**src/rtl/imm_gen_pkg.sv**
```systemverilog
// Shared types and opcode constants for the RISC-V immediate generator.
package imm_gen_pkg;

  typedef enum logic [2:0] {
    FMT_NONE  = 3'd0,
    FMT_I     = 3'd1,
    FMT_S     = 3'd2,
    FMT_B     = 3'd3,
    FMT_U     = 3'd4,
    FMT_J     = 3'd5,
    FMT_SHAMT = 3'd6,
    FMT_CSRI  = 3'd7
  } imm_fmt_t;

  localparam logic [6:0] OP_IMM    = 7'b0010011;
  localparam logic [6:0] OP_IMM_32 = 7'b0011011;
  localparam logic [6:0] LOAD      = 7'b0000011;
  localparam logic [6:0] STORE     = 7'b0100011;
  localparam logic [6:0] BRANCH    = 7'b1100011;
  localparam logic [6:0] JALR      = 7'b1100111;
  localparam logic [6:0] JAL       = 7'b1101111;
  localparam logic [6:0] LUI       = 7'b0110111;
  localparam logic [6:0] AUIPC     = 7'b0010111;
  localparam logic [6:0] SYSTEM    = 7'b1110011;

  // funct3 values 001/101 select the shift-immediate forms
  function automatic logic is_shift(input logic [2:0] funct3);
    return (funct3 == 3'b001) || (funct3 == 3'b101);
  endfunction

endpackage

```
**src/rtl/imm_gen_decode.sv**
```systemverilog
// Combinational instruction-to-immediate decoder; XLEN selects RV32 or RV64 rules.
module imm_decode
  import imm_gen_pkg::*;
#(
  parameter int XLEN = 64
) (
  input  logic [31:0]             inst,
  output logic signed [XLEN-1:0]  imm,
  output imm_fmt_t                fmt,
  output logic                    illegal
);

  localparam bit IS64 = (XLEN == 64);

  function automatic logic signed [XLEN-1:0] sext32(input logic signed [31:0] v);
    return XLEN'(v);
  endfunction

  function automatic logic signed [XLEN-1:0] zext6(input logic [5:0] v);
    return XLEN'(v);
  endfunction

  logic [6:0] opc;
  logic [2:0] funct3;
  logic signed [31:0] imm_i, imm_s, imm_b, imm_u, imm_j;

  assign opc    = inst[6:0];
  assign funct3 = inst[14:12];
  assign imm_i  = {{20{inst[31]}}, inst[31:20]};
  assign imm_s  = {{20{inst[31]}}, inst[31:25], inst[11:7]};
  assign imm_b  = {{19{inst[31]}}, inst[31], inst[7], inst[30:25], inst[11:8], 1'b0};
  assign imm_u  = {inst[31:12], 12'b0};
  assign imm_j  = {{11{inst[31]}}, inst[31], inst[19:12], inst[20], inst[30:21], 1'b0};

  always_comb begin
    imm     = '0;
    fmt     = FMT_NONE;
    illegal = 1'b0;
    unique case (opc)
      OP_IMM: begin
        if (is_shift(funct3)) begin
          // RV32 shift amounts are 5 bits; bit 25 set is a reserved encoding
          if (!IS64 && inst[25]) begin
            illegal = 1'b1;
          end else begin
            fmt = FMT_SHAMT;
            imm = zext6(IS64 ? inst[25:20] : {1'b0, inst[24:20]});
          end
        end else begin
          fmt = FMT_I;
          imm = sext32(imm_i);
        end
      end
      OP_IMM_32: begin
        if (!IS64) begin
          illegal = 1'b1;
        end else if (is_shift(funct3)) begin
          if (inst[25]) begin
            illegal = 1'b1;
          end else begin
            fmt = FMT_SHAMT;
            imm = zext6({1'b0, inst[24:20]});
          end
        end else begin
          fmt = FMT_I;
          imm = sext32(imm_i);
        end
      end
      LOAD, JALR: begin
        fmt = FMT_I;
        imm = sext32(imm_i);
      end
      STORE: begin
        fmt = FMT_S;
        imm = sext32(imm_s);
      end
      BRANCH: begin
        fmt = FMT_B;
        imm = sext32(imm_b);
      end
      LUI, AUIPC: begin
        fmt = FMT_U;
        imm = sext32(imm_u);
      end
      JAL: begin
        fmt = FMT_J;
        imm = sext32(imm_j);
      end
      SYSTEM: begin
        // register-form CSR ops and ECALL/EBREAK carry no immediate but are legal
        if (funct3[2]) begin
          fmt = FMT_CSRI;
          imm = zext6({1'b0, inst[19:15]});
        end
      end
      default: illegal = 1'b1;
    endcase
  end

endmodule

```
**src/rtl/imm_gen_pipe.sv**
```systemverilog
// Registered immediate generator: decode feeding a main output register plus skid entry.
module imm_gen_pipe
  import imm_gen_pkg::*;
#(
  parameter int XLEN  = 64,
  parameter int TAG_W = 8
) (
  input  logic                   clk,
  input  logic                   reset,
  input  logic                   flush,
  input  logic                   in_valid,
  output logic                   in_ready,
  input  logic [31:0]            in_inst,
  input  logic [TAG_W-1:0]       in_tag,
  output logic                   out_valid,
  input  logic                   out_ready,
  output logic signed [XLEN-1:0] out_imm,
  output imm_fmt_t               out_fmt,
  output logic                   out_illegal,
  output logic [TAG_W-1:0]       out_tag
);

  logic signed [XLEN-1:0] dec_imm_p0;
  imm_fmt_t               dec_fmt_p0;
  logic                   dec_ill_p0;

  logic                   main_vld_p1, skid_vld_p1;
  logic signed [XLEN-1:0] main_imm_p1, skid_imm_p1;
  imm_fmt_t               main_fmt_p1, skid_fmt_p1;
  logic                   main_ill_p1, skid_ill_p1;
  logic [TAG_W-1:0]       main_tag_p1, skid_tag_p1;

  logic accept, main_free;

  imm_decode #(.XLEN(XLEN)) u_dec (
    .inst    (in_inst),
    .imm     (dec_imm_p0),
    .fmt     (dec_fmt_p0),
    .illegal (dec_ill_p0)
  );

  // in_ready comes straight from the skid flop, so out_ready never reaches it
  assign in_ready  = !skid_vld_p1;
  assign accept    = in_valid && in_ready;
  assign main_free = !main_vld_p1 || out_ready;

  // ---- stage p0 -> p1: main register and skid control ----
  always_ff @(posedge clk or posedge reset) begin
    if (reset) begin
      main_vld_p1 <= 1'b0;
      skid_vld_p1 <= 1'b0;
      main_imm_p1 <= '0;
      main_fmt_p1 <= FMT_NONE;
      main_ill_p1 <= 1'b0;
      main_tag_p1 <= '0;
    end else if (flush) begin
      main_vld_p1 <= 1'b0;
      skid_vld_p1 <= 1'b0;
    end else if (main_free) begin
      if (skid_vld_p1) begin
        main_vld_p1 <= 1'b1;
        main_imm_p1 <= skid_imm_p1;
        main_fmt_p1 <= skid_fmt_p1;
        main_ill_p1 <= skid_ill_p1;
        main_tag_p1 <= skid_tag_p1;
        skid_vld_p1 <= 1'b0;
      end else if (accept) begin
        main_vld_p1 <= 1'b1;
        main_imm_p1 <= dec_imm_p0;
        main_fmt_p1 <= dec_fmt_p0;
        main_ill_p1 <= dec_ill_p0;
        main_tag_p1 <= in_tag;
      end else begin
        main_vld_p1 <= 1'b0;
      end
    end else if (accept) begin
      skid_vld_p1 <= 1'b1;
    end
  end

  // skid payload is only observed behind skid_vld_p1, so it needs no reset
  always_ff @(posedge clk) begin
    if (accept && !main_free) begin
      skid_imm_p1 <= dec_imm_p0;
      skid_fmt_p1 <= dec_fmt_p0;
      skid_ill_p1 <= dec_ill_p0;
      skid_tag_p1 <= in_tag;
    end
  end

  assign out_valid   = main_vld_p1;
  assign out_imm     = main_imm_p1;
  assign out_fmt     = main_fmt_p1;
  assign out_illegal = main_ill_p1;
  assign out_tag     = main_tag_p1;

endmodule
```
**config.mk**
```make
export PLATFORM = sky130hd
export DESIGN_NAME = imm_gen_pipe
export DESIGN_NICKNAME = d
export VERILOG_FILES = /design/src/rtl/imm_gen_pkg.sv /design/src/rtl/imm_gen_decode.sv /design/src/rtl/imm_gen_pipe.sv
export SDC_FILE = /design/constraint.sdc
export NUM_CORES = 1
export LEC_CHECK = 0
export BUFFER_PORTS_ARGS = -buffer_cell sky130_fd_sc_hd__buf_2
export CAP_MARGIN = 20
export CORE_MARGIN = 3
export CORE_UTILIZATION = 40
export DETAILED_ROUTE_END_ITERATION = 8
export GPL_ROUTABILITY_DRIVEN = 0
export PLACE_DENSITY = 0.61
export SETUP_SLACK_MARGIN = 0.02
export SLEW_MARGIN = 20
export SYNTH_ARGS = -nofsm -noshare
export SYNTH_HDL_FRONTEND = slang
export SYNTH_SLANG_ARGS = --single-unit
```
**constraint.sdc**
```tcl
create_clock -name clk -period 2.8 [get_ports clk]
set_input_delay 0.7 -clock clk [delete_from_list [all_inputs] [get_ports clk]]
set_output_delay 0.7 -clock clk [all_outputs]
set_load 0.01 [all_outputs]
```
After elaboration in Yosys (flattened, before gate mapping)
Cells that the tools add are included.

Word-level logic and storage cells: 65. Register bits after elaboration: 154. Output and inout bits: 78. Input bits: 45.

Multiplexer cells: 28. Eq/ne operators: 12. Bitwise operators: 1. Reductions and logical operators: 14.

Operator list (number): $pmux 64 s8 (1); $mux 64 (4); $eq 7x7->1 const B (4); $pmux 3 s8 (1); $eq 7x5->1 const B (3); $mux 3 (6); $mux 8 (2); $eq 7x6->1 const B (2); $mux 1 (11); $mux 5 (2); $reduce_or 9->1 (1); $eq 7x2->1 const B (1); $reduce_bool 2->1 (2); $reduce_or 2->1 (2); $eq 3x1->1 const B (1); $eq 3x3->1 const B (1); $logic_not 1->1 (3); $reduce_and 3->1 (1); $reduce_bool 3->1 (1); $logic_and 1x1->1 (2); $logic_or 1x1->1 (2); $pmux 1 s2 (1); $not 1->1 (1).

Depth between registers and ports, before layout
Gate-level depths: netlist (run 1).

Depth in word-level cells: 6. Gate-level depth with buffers: 7. Mapped depth without buffers: 5.

Cells and area by module
Synthesis (run 1) repeated with hierarchy kept, for this count alone.

Cells, all modules: 477. Area total of the unflattened synthesis: 7344.5 um2.

By module, submodules not included: imm_gen_pipe (area an instance 6337.3 um2, instances 1, cells an instance 332); imm_decode (area an instance 1007.2 um2, instances 1, cells an instance 145).

Worst setup path after synthesis (run 1)
No wires, ideal clock.

Path type: reg2reg. Start: register skid_vld_p1. End: register skid_fmt_p1[0], enable pin. Arrival: 2.111 ns. Setup time: 0.406 ns. Required time: 2.394 ns. Clock period less this slack: 2.517 ns. Cell stages (with the launch flop): 5. Setup slack: 0.283 ns. Path buffers: 2. Path through: dfrtp_1 -> buf_2 -> inv_1 -> clkbuf_1 -> and3_1.

Word-level cells in the longest chain between the ends: 3.

Ends and longest elaborated chain: from (decl) (line imm_gen_pipe.sv:27) `logic main_vld_p1, skid_vld_p1;`; from (signal assigned) (line imm_gen_pipe.sv:51) `skid_vld_p1 <= 1'b0;`; from (signal assigned) (line imm_gen_pipe.sv:58) `skid_vld_p1 <= 1'b0;`; from (signal assigned) (line imm_gen_pipe.sv:66) `skid_vld_p1 <= 1'b0;`; $logic_not 1->1 (line imm_gen_pipe.sv:43) `assign in_ready = !skid_vld_p1;`; net in_ready (line imm_gen_pipe.sv:12) `output logic in_ready,`; $logic_and 1x1->1 (line imm_gen_pipe.sv:44) `assign accept = in_valid && in_ready;`; $logic_and 1x1->1 (line imm_gen_pipe.sv:83) `if (accept && !main_free) begin`; to (signal assigned) (line imm_gen_pipe.sv:85) `skid_fmt_p1 <= dec_fmt_p0;`; to (decl) (line imm_gen_pipe.sv:29) `imm_fmt_t main_fmt_p1, skid_fmt_p1;`.

The timed path passes the listed nets, and every way through them passes these cells. A chain may end at the register's enable or synchronous reset.

Worst setup path in the final report (run 1)
Start: input port in_inst[4]. End: register main_imm_p1[25], in the netlist out_imm[25].

Word-level cells in the longest chain between the ends: 5. Elaborated cells on any way between the ends: 15. Classes of those cells: eq/ne (10); mux (3); reduce/logical (2).

Ends and longest elaborated chain: from (decl) (line imm_gen_pipe.sv:13) `input logic [31:0] in_inst,`; $eq 7x6->1, or another cell as far along (line imm_gen_decode.sv:39) `unique case (opc)`; $reduce_or 2->1; $pmux 64 s8 * (line imm_gen_decode.sv:39); $mux 64 * (line imm_gen_pipe.sv:67) `end else if (accept) begin`; $mux 64 * (line imm_gen_pipe.sv:60) `if (skid_vld_p1) begin`; to (signal assigned) (line imm_gen_pipe.sv:62) `main_imm_p1 <= skid_imm_p1;`; to (signal assigned) (line imm_gen_pipe.sv:69) `main_imm_p1 <= dec_imm_p0;`; to (decl) (line imm_gen_pipe.sv:28) `logic signed [XLEN-1:0] main_imm_p1, skid_imm_p1;`.

Every way passes the cells marked *; elsewhere a longest branch is shown, timed or not. The select of a mux whose other input is x is not followed.

==> reports/summary.txt, run 1 <==
CP Capture Type: register
worst setup skew after layout: 10.9 ps
Worst-Margin Slew: 1000 ps
final net count: 552
Synth top area share: 0.305
#FFs+latches synth: 90
Total Wirelength: 11.0 mm
Reg area: 2470 µm²
Post-DP Area: 4840 µm²
fraction of the cycle the final worst path needs: 0.817
Pwr Density: 556 nW/µm²
Finished Layout Cells: 648
synth unique cells: 42
port bufs: 122
fmax: 437 MHz
final instance area: 5010 µm²
DR vias/cell: 5.25
Worst VDD drop: 0.000403 V
Psw: 770 µW
WHS: 487 ps
wire length on met1: 4.88 mm
post-CTS setup buffers: 0
startpoint types: input port
via count: 3404
Critical Path RT: 2970 ps
final setup vio count: 0
clk slew on worst S/H paths: 80 ps
antenna cells: 0
crit path kind: in -> reg
share of layout cells above drive strength 1: 0.293
multi-input logic area: 1490 µm²
DRT iter0 DRCs: 292
total power: 2.78 mW
Final HPWL DP: 7.68 mm
Int Power: 2.01 mW
Post-Place Cells: 632
DRC: 0
WL met2: 5.18 mm
largest net degree at the start of global routing: 47
mapped cell area: 4330 µm²
antenna violations before repair: 0
top fanout value on the critical path: 14
final slew viol count: 0
post-synthesis sequential area ratio: 0.571
reg2reg setup slack: 670 ps
GRT Resource Usage Total: 0.187
Synthesized Nets: 467
setup ws final: 514 ps
uppermost layer routed: met4
global-route wire length before repair: 17.4 mm
final hold viol count: 0
Area Overhead vs Synth: 15.7%
Filler cells: 977
top post-synthesis cells by area: edfxtp_1 (31%), dfrtp_1 (27%), nand2_1 (7.4%)
Yosys warnings: 0
clock tree buffer depth: 2
final design utilization: 0.481
sequential share of power: 0.555
DR WL met3: 821 µm
clock network power share: 0.282
Worst slew margin: 0.333
status: complete, no violations
Placement Rows: 37
clk_lat worst skew: 350 ps
Avg Inst Size Synth: 10.3 µm²
Leak: 2.34 nW
TNS Setup: 0 ps
HP Class: reg -> reg
# H-tree levels: 3
MaxCap Viol Count: 0
Setup WS pre-CTS: 227 ps
io pins: 123
number of clock sinks: 90
CTS resizes: 0
initial core utilization: 0.415
Comb pwr share: 0.163
Die Width: 110 µm
die area: 12100 µm²
CTS tree: built
CP Data Arrival Time: 2450 ps
drt wl/cell: 16.9 µm
CTS root buf: clkbuf_8
fin crit period: 2290 ps
hold_buf cts: 0
Post-Synthesis Cells: 422
Die Span Y: 110 µm
Routed Antenna Nets: 0
RSZ-0062 raised after global routing: false
vias in the first global route: 3305
Synth area leader: edfxtp_1
DRT Pass-1 Iters: 5
CTS Buf Count: 9
gr ovfl total: 0
switch share: 0.277
CORE AREA: 10400 µm²
==> logic make-up after synthesis <==
family                 share of synthesized area
AO/OA/AOI/OAI                              0.158
AND/OR/NAND/NOR                            0.164
flip-flops                                 0.571
multiplexers                              0.0208
buffers and inverters                     0.0853
==> critical path, cell delays in order <==
cell and delay (ps):
buf_2 170, nor2b_1 180, a21oi_1 210, o21ai_0 150, a21oi_1 820, a22oi_1 220
==> layout make-up <==
class / count / area share
Timing Repair Buffer: 130 / 0.136
Clock inverter: 5 / 0.00600
Clock buffer: 11 / 0.0282
Multi-Input combinational cell: 270 / 0.297
Sequential cell: 90 / 0.494
Tap cell: 136 / 0.0340
Inverter: 6 / 0.00450
==> path summary, 6_finish.rpt <==
path	from	endpoint	cells after the start
min reg2reg	out_imm[1]	out_imm[1]	2
min in group asynchronous	reset	out_tag[4]	3
max in group asynchronous	reset	out_imm[18]	3
max reg2reg	out_valid	out_imm[25]	5
max	in_inst[4]	out_imm[25]	6
min	out_imm[1]	out_imm[1]	2
==> state kept, by name (all words and copies together), names as in the netlist <==
| register | flops |
|---|---|
| out_fmt | 3 |
| out_imm | 32 |
| out_valid | 1 |
| skid_imm_p1 | 32 |
| skid_ill_p1 | 1 |
| out_illegal | 1 |
| skid_vld_p1 | 1 |
| skid_tag_p1 | 8 |
| skid_fmt_p1 | 3 |
| out_tag | 8 |
==> layout by cell type (no fill, tap or decap), types with 4 or more instances in the layout <==
cell type / instances
buf_2: 122
nand2_1: 85
o21ai_0: 48
dfrtp_1: 46
edfxtp_1: 44
a21oi_1: 22
a22oi_1: 19
nor2_1: 16
nand3_1: 13
clkbuf_8: 10
mux2i_1: 9
and2_1: 7
buf_4: 7
and3_1: 5
inv_1: 5
nand2b_1: 4
a21o_1: 4
a211oi_1: 4
==> cell usage after synthesis, drive strengths merged <==
master,count
clkbuf,16
nand3,13
a2111o,1
a211oi,4
a221oi,1
nor3b,1
a211o,1
buf,40
nor3,2
a22oi,19
mux2i,9
nand2,85
nand2b,4
a221o,3
edfxtp,44
and3,6
a2bb2oi,1
nand3b,2
and2,9
or3,1
nor4b,1
a21oi,22
nor2,16
o21ai,48
and4b,2
o211ai,1
nand4b,2
dfrtp,46
inv,6
nand4bb,1
a32oi,1
o21a,3
a21o,4
and3b,1
o22ai,3
nor2b,3
==> routing by layer <==
layer,up-vias,track usage
met5,-,0
met1,1613,0.258
li1,1630,-
met3,9,0.0402
met4,0,0.0401
met2,152,0.305
==> power by group through the flow <==
stage	registers [mW]	logic, mW	clock network (mW)
2_1_floorplan	1.61	0.235	0
3_3_place_gp	1.57	0.452	0
3_5_place_dp	1.57	0.457	0
4_1_cts	1.55	0.460	0.809
5_1_grt	1.56	0.513	0.861
6_report	1.55	0.452	0.785
Power figures use the tool's default switching activity.
==> run 2: changes to the inputs <==
Settings changed: PLACE_DENSITY 0.61 to 0.63.
Clock period 2.8 ns to 1.9 ns, I/O delays scaled along.
==> reports/summary.txt, run 2 (synthesized netlist as in run 1, its figures left out) <==
met3 GRT Util: 0.0355 (was 0.0402)
MaxCap Viol Count: 0 (unchanged)
global routing usage on met1: 0.245 (was 0.258)
origin of the worst setup path: skid_vld_p1 (was in_inst[4])
setup ws final: 168 ps (was 514 ps)
Total Wirelength: 11.1 mm (was 11.0 mm)
clock tree buffer depth: 2 (unchanged)
clk_lat worst skew: 350 ps (about the same)
CP delay by family, top: buffers and inverters (was compound AO/OA/AOI/OAI gates)
GRT met2 Usage: 0.305 (about the same)
initial core utilization: 0.415 (unchanged)
final hold viol count: 0 (unchanged)
r2r startpoint: out_valid (unchanged)
io pins: 123 (unchanged)
final net count: 577 (was 552)
DRC: 0 (unchanged)
cell chain of the critical path: inv_1 > buf_4 > buf_2 (was buf_2 > nor2b_1 > a21oi_1 > o21ai_0 > a21oi_1 > a22oi_1)
crit path capture: in_ready (was out_imm[25])
gr ovfl total: 0 (unchanged)
antenna violations before repair: 0 (unchanged)
Worst VDD drop: 0.000394 V (was 0.000403 V)
Routed Antenna Nets: 0 (unchanged)
global-route wire length before repair: 17.5 mm (was 17.4 mm)
worst reg-to-reg path cell count: 6 (was 5)
share of layout cells above drive strength 1: 0.333 (was 0.293)
DRT Pass-1 Iters: 5 (unchanged)
final slew viol count: 0 (unchanged)
CTS Buf Count: 9 (unchanged)
largest net degree at the start of global routing: 47 (unchanged)
TNS Setup: 0 ps (unchanged)
most common cell after layout, fill and taps aside: buf_2 (unchanged)
fraction of the cycle the final worst path needs: 0.911
worst setup skew after layout: 10.3 ps (was 10.9 ps)
Die Span Y: 110 µm (unchanged)
vias in the first global route: 3517 (was 3305)
CTS root buf: clkbuf_8 (unchanged)
crit path kind: reg -> out (was in -> reg)
startpoint types: register (was input port)
HP Class: in -> async (was reg -> reg)
total power: 4.31 mW (was 2.78 mW)
multi-input logic area: 1500 µm² (was 1490 µm²)
Placement Rows: 37 (unchanged)
post-CTS setup buffers: 0 (unchanged)
Top Usage Layer GRT: met2 (unchanged)
number of clock sinks: 90 (unchanged)
WP depth: 3 (was 6)
antenna cells: 0 (unchanged)
clk slew on worst S/H paths: 90 ps (was 80 ps)
CORE AREA: 10400 µm² (unchanged)
fin crit period: 1730 ps
fmax: 577 MHz
DRT iter0 DRCs: 240 (was 292)
Worst slew margin: 0.704 (was 0.333)
Worst-Margin Slew: 443 ps (was 1000 ps)
port bufs: 122 (unchanged)
Final HPWL DP: 8.05 mm (was 7.68 mm)
most frequent cells in the layout: buf_2 (122), nand2_1 (85), o21ai_0 (48) (unchanged)
sum of buffers and inverters on the critical path: 3 (was 1)
top fanout value on the critical path: 12 (was 14)
status: complete, no violations (unchanged)
hold_buf cts: 0 (unchanged)
Filler cells: 990 (was 977)
Critical R2R Capture: out_imm[25] (unchanged)
via count: 3572 (was 3404)
# H-tree levels: 3 (unchanged)
CP Capture Type: output pin (was register)
Pwr Density: 816 nW/µm² (was 556 nW/µm²)
reg2reg setup slack: 230 ps (was 670 ps)
Finished Layout Cells: 673 (was 648)
die area: 12100 µm² (unchanged)
Setup WS pre-CTS: -96.1 ps (was 227 ps)
GRT Resource Usage Total: 0.187 (about the same)
max incr delay on CP: 410 ps (was 820 ps)
CP Data Arrival Time: 1260 ps (was 2450 ps)
final setup vio count: 0 (unchanged)
drt wl/cell: 16.5 µm (was 16.9 µm)
Post-Place Cells: 657 (was 632)
DR vias/cell: 5.31 (was 5.25)
CTS tree: built (unchanged)
WHS: 150 ps (was 487 ps)
Die Width: 110 µm (unchanged)
Reg area: 2470 µm² (about the same)
Leak: 2.49 nW (was 2.34 nW)
Area Overhead vs Synth: 22.1% (was 15.7%)
Critical Path Slowest Stage Cell: dfrtp_1 (was a21oi_1)
Critical Path RT: 1420 ps (was 2970 ps)
RSZ-0062 raised after global routing: false (unchanged)
run 2: layer usage:
metal / part of all wire / vias up
met2: 0.47 / 168
li1: - / 1677
met4: 0.026 / 0
met3: 0.076 / 30
met1: 0.43 / 1697
met5: 0 / -
run 2: metrics by stage:
stage	area, µm²	util
after floorplan	4330	-
after CTS	5280	0.507
after detailed placement	5080	0.487
final	5290	0.507
after global routing	5290	0.507
after global placement	5080	0.487
run 2: layout make-up:
type | instances | share of cell area
Sequential cell | 90 | 0.468
Inverter | 6 | 0.00426
Multi-Input combinational cell | 270 | 0.283
Clock inverter | 6 | 0.0123
Clock buffer | 10 | 0.0260
Tap cell | 136 | 0.0322
Timing Repair Buffer | 155 | 0.174
run 2: worst min path at each step:
stage	endpoint	from	slack [ps]
2_1_floorplan	out_imm[5]	skid_imm_p1[5]	490
3_3_place_gp	out_tag[3]	out_tag[3]	460
3_5_place_dp	out_tag[4]	out_tag[4]	470
4_1_cts	out_tag[5]	reset	150
5_1_grt	out_tag[5]	reset	150
6_report	out_tag[6]	reset	150
run 2: worst register-to-register path: cells and delay by family (launching register included):
| family | cells | cell delay [ps] |
|---|---|---|
| buffers and inverters | 2 | 470 |
| AOI/OAI and AO/OA | 2 | 360 |
| DFF | 1 | 400 |
| and+or+nand+nor | 2 | 370 |
run 2: timing repair:
action,in CTS,in global routing
pin swaps,0,0
resized for setup,1,1
endpoints found under the setup margin,33,8
cloned,0,0
run 2: where the power goes:
group | switching [mW] | internal [mW] | total (mW)
clock | 0.678 | 0.647 | 1.32
sequential | 0.0845 | 2.20 | 2.28
combinational | 0.409 | 0.301 | 0.710
total | 1.17 | 3.14 | 4.31
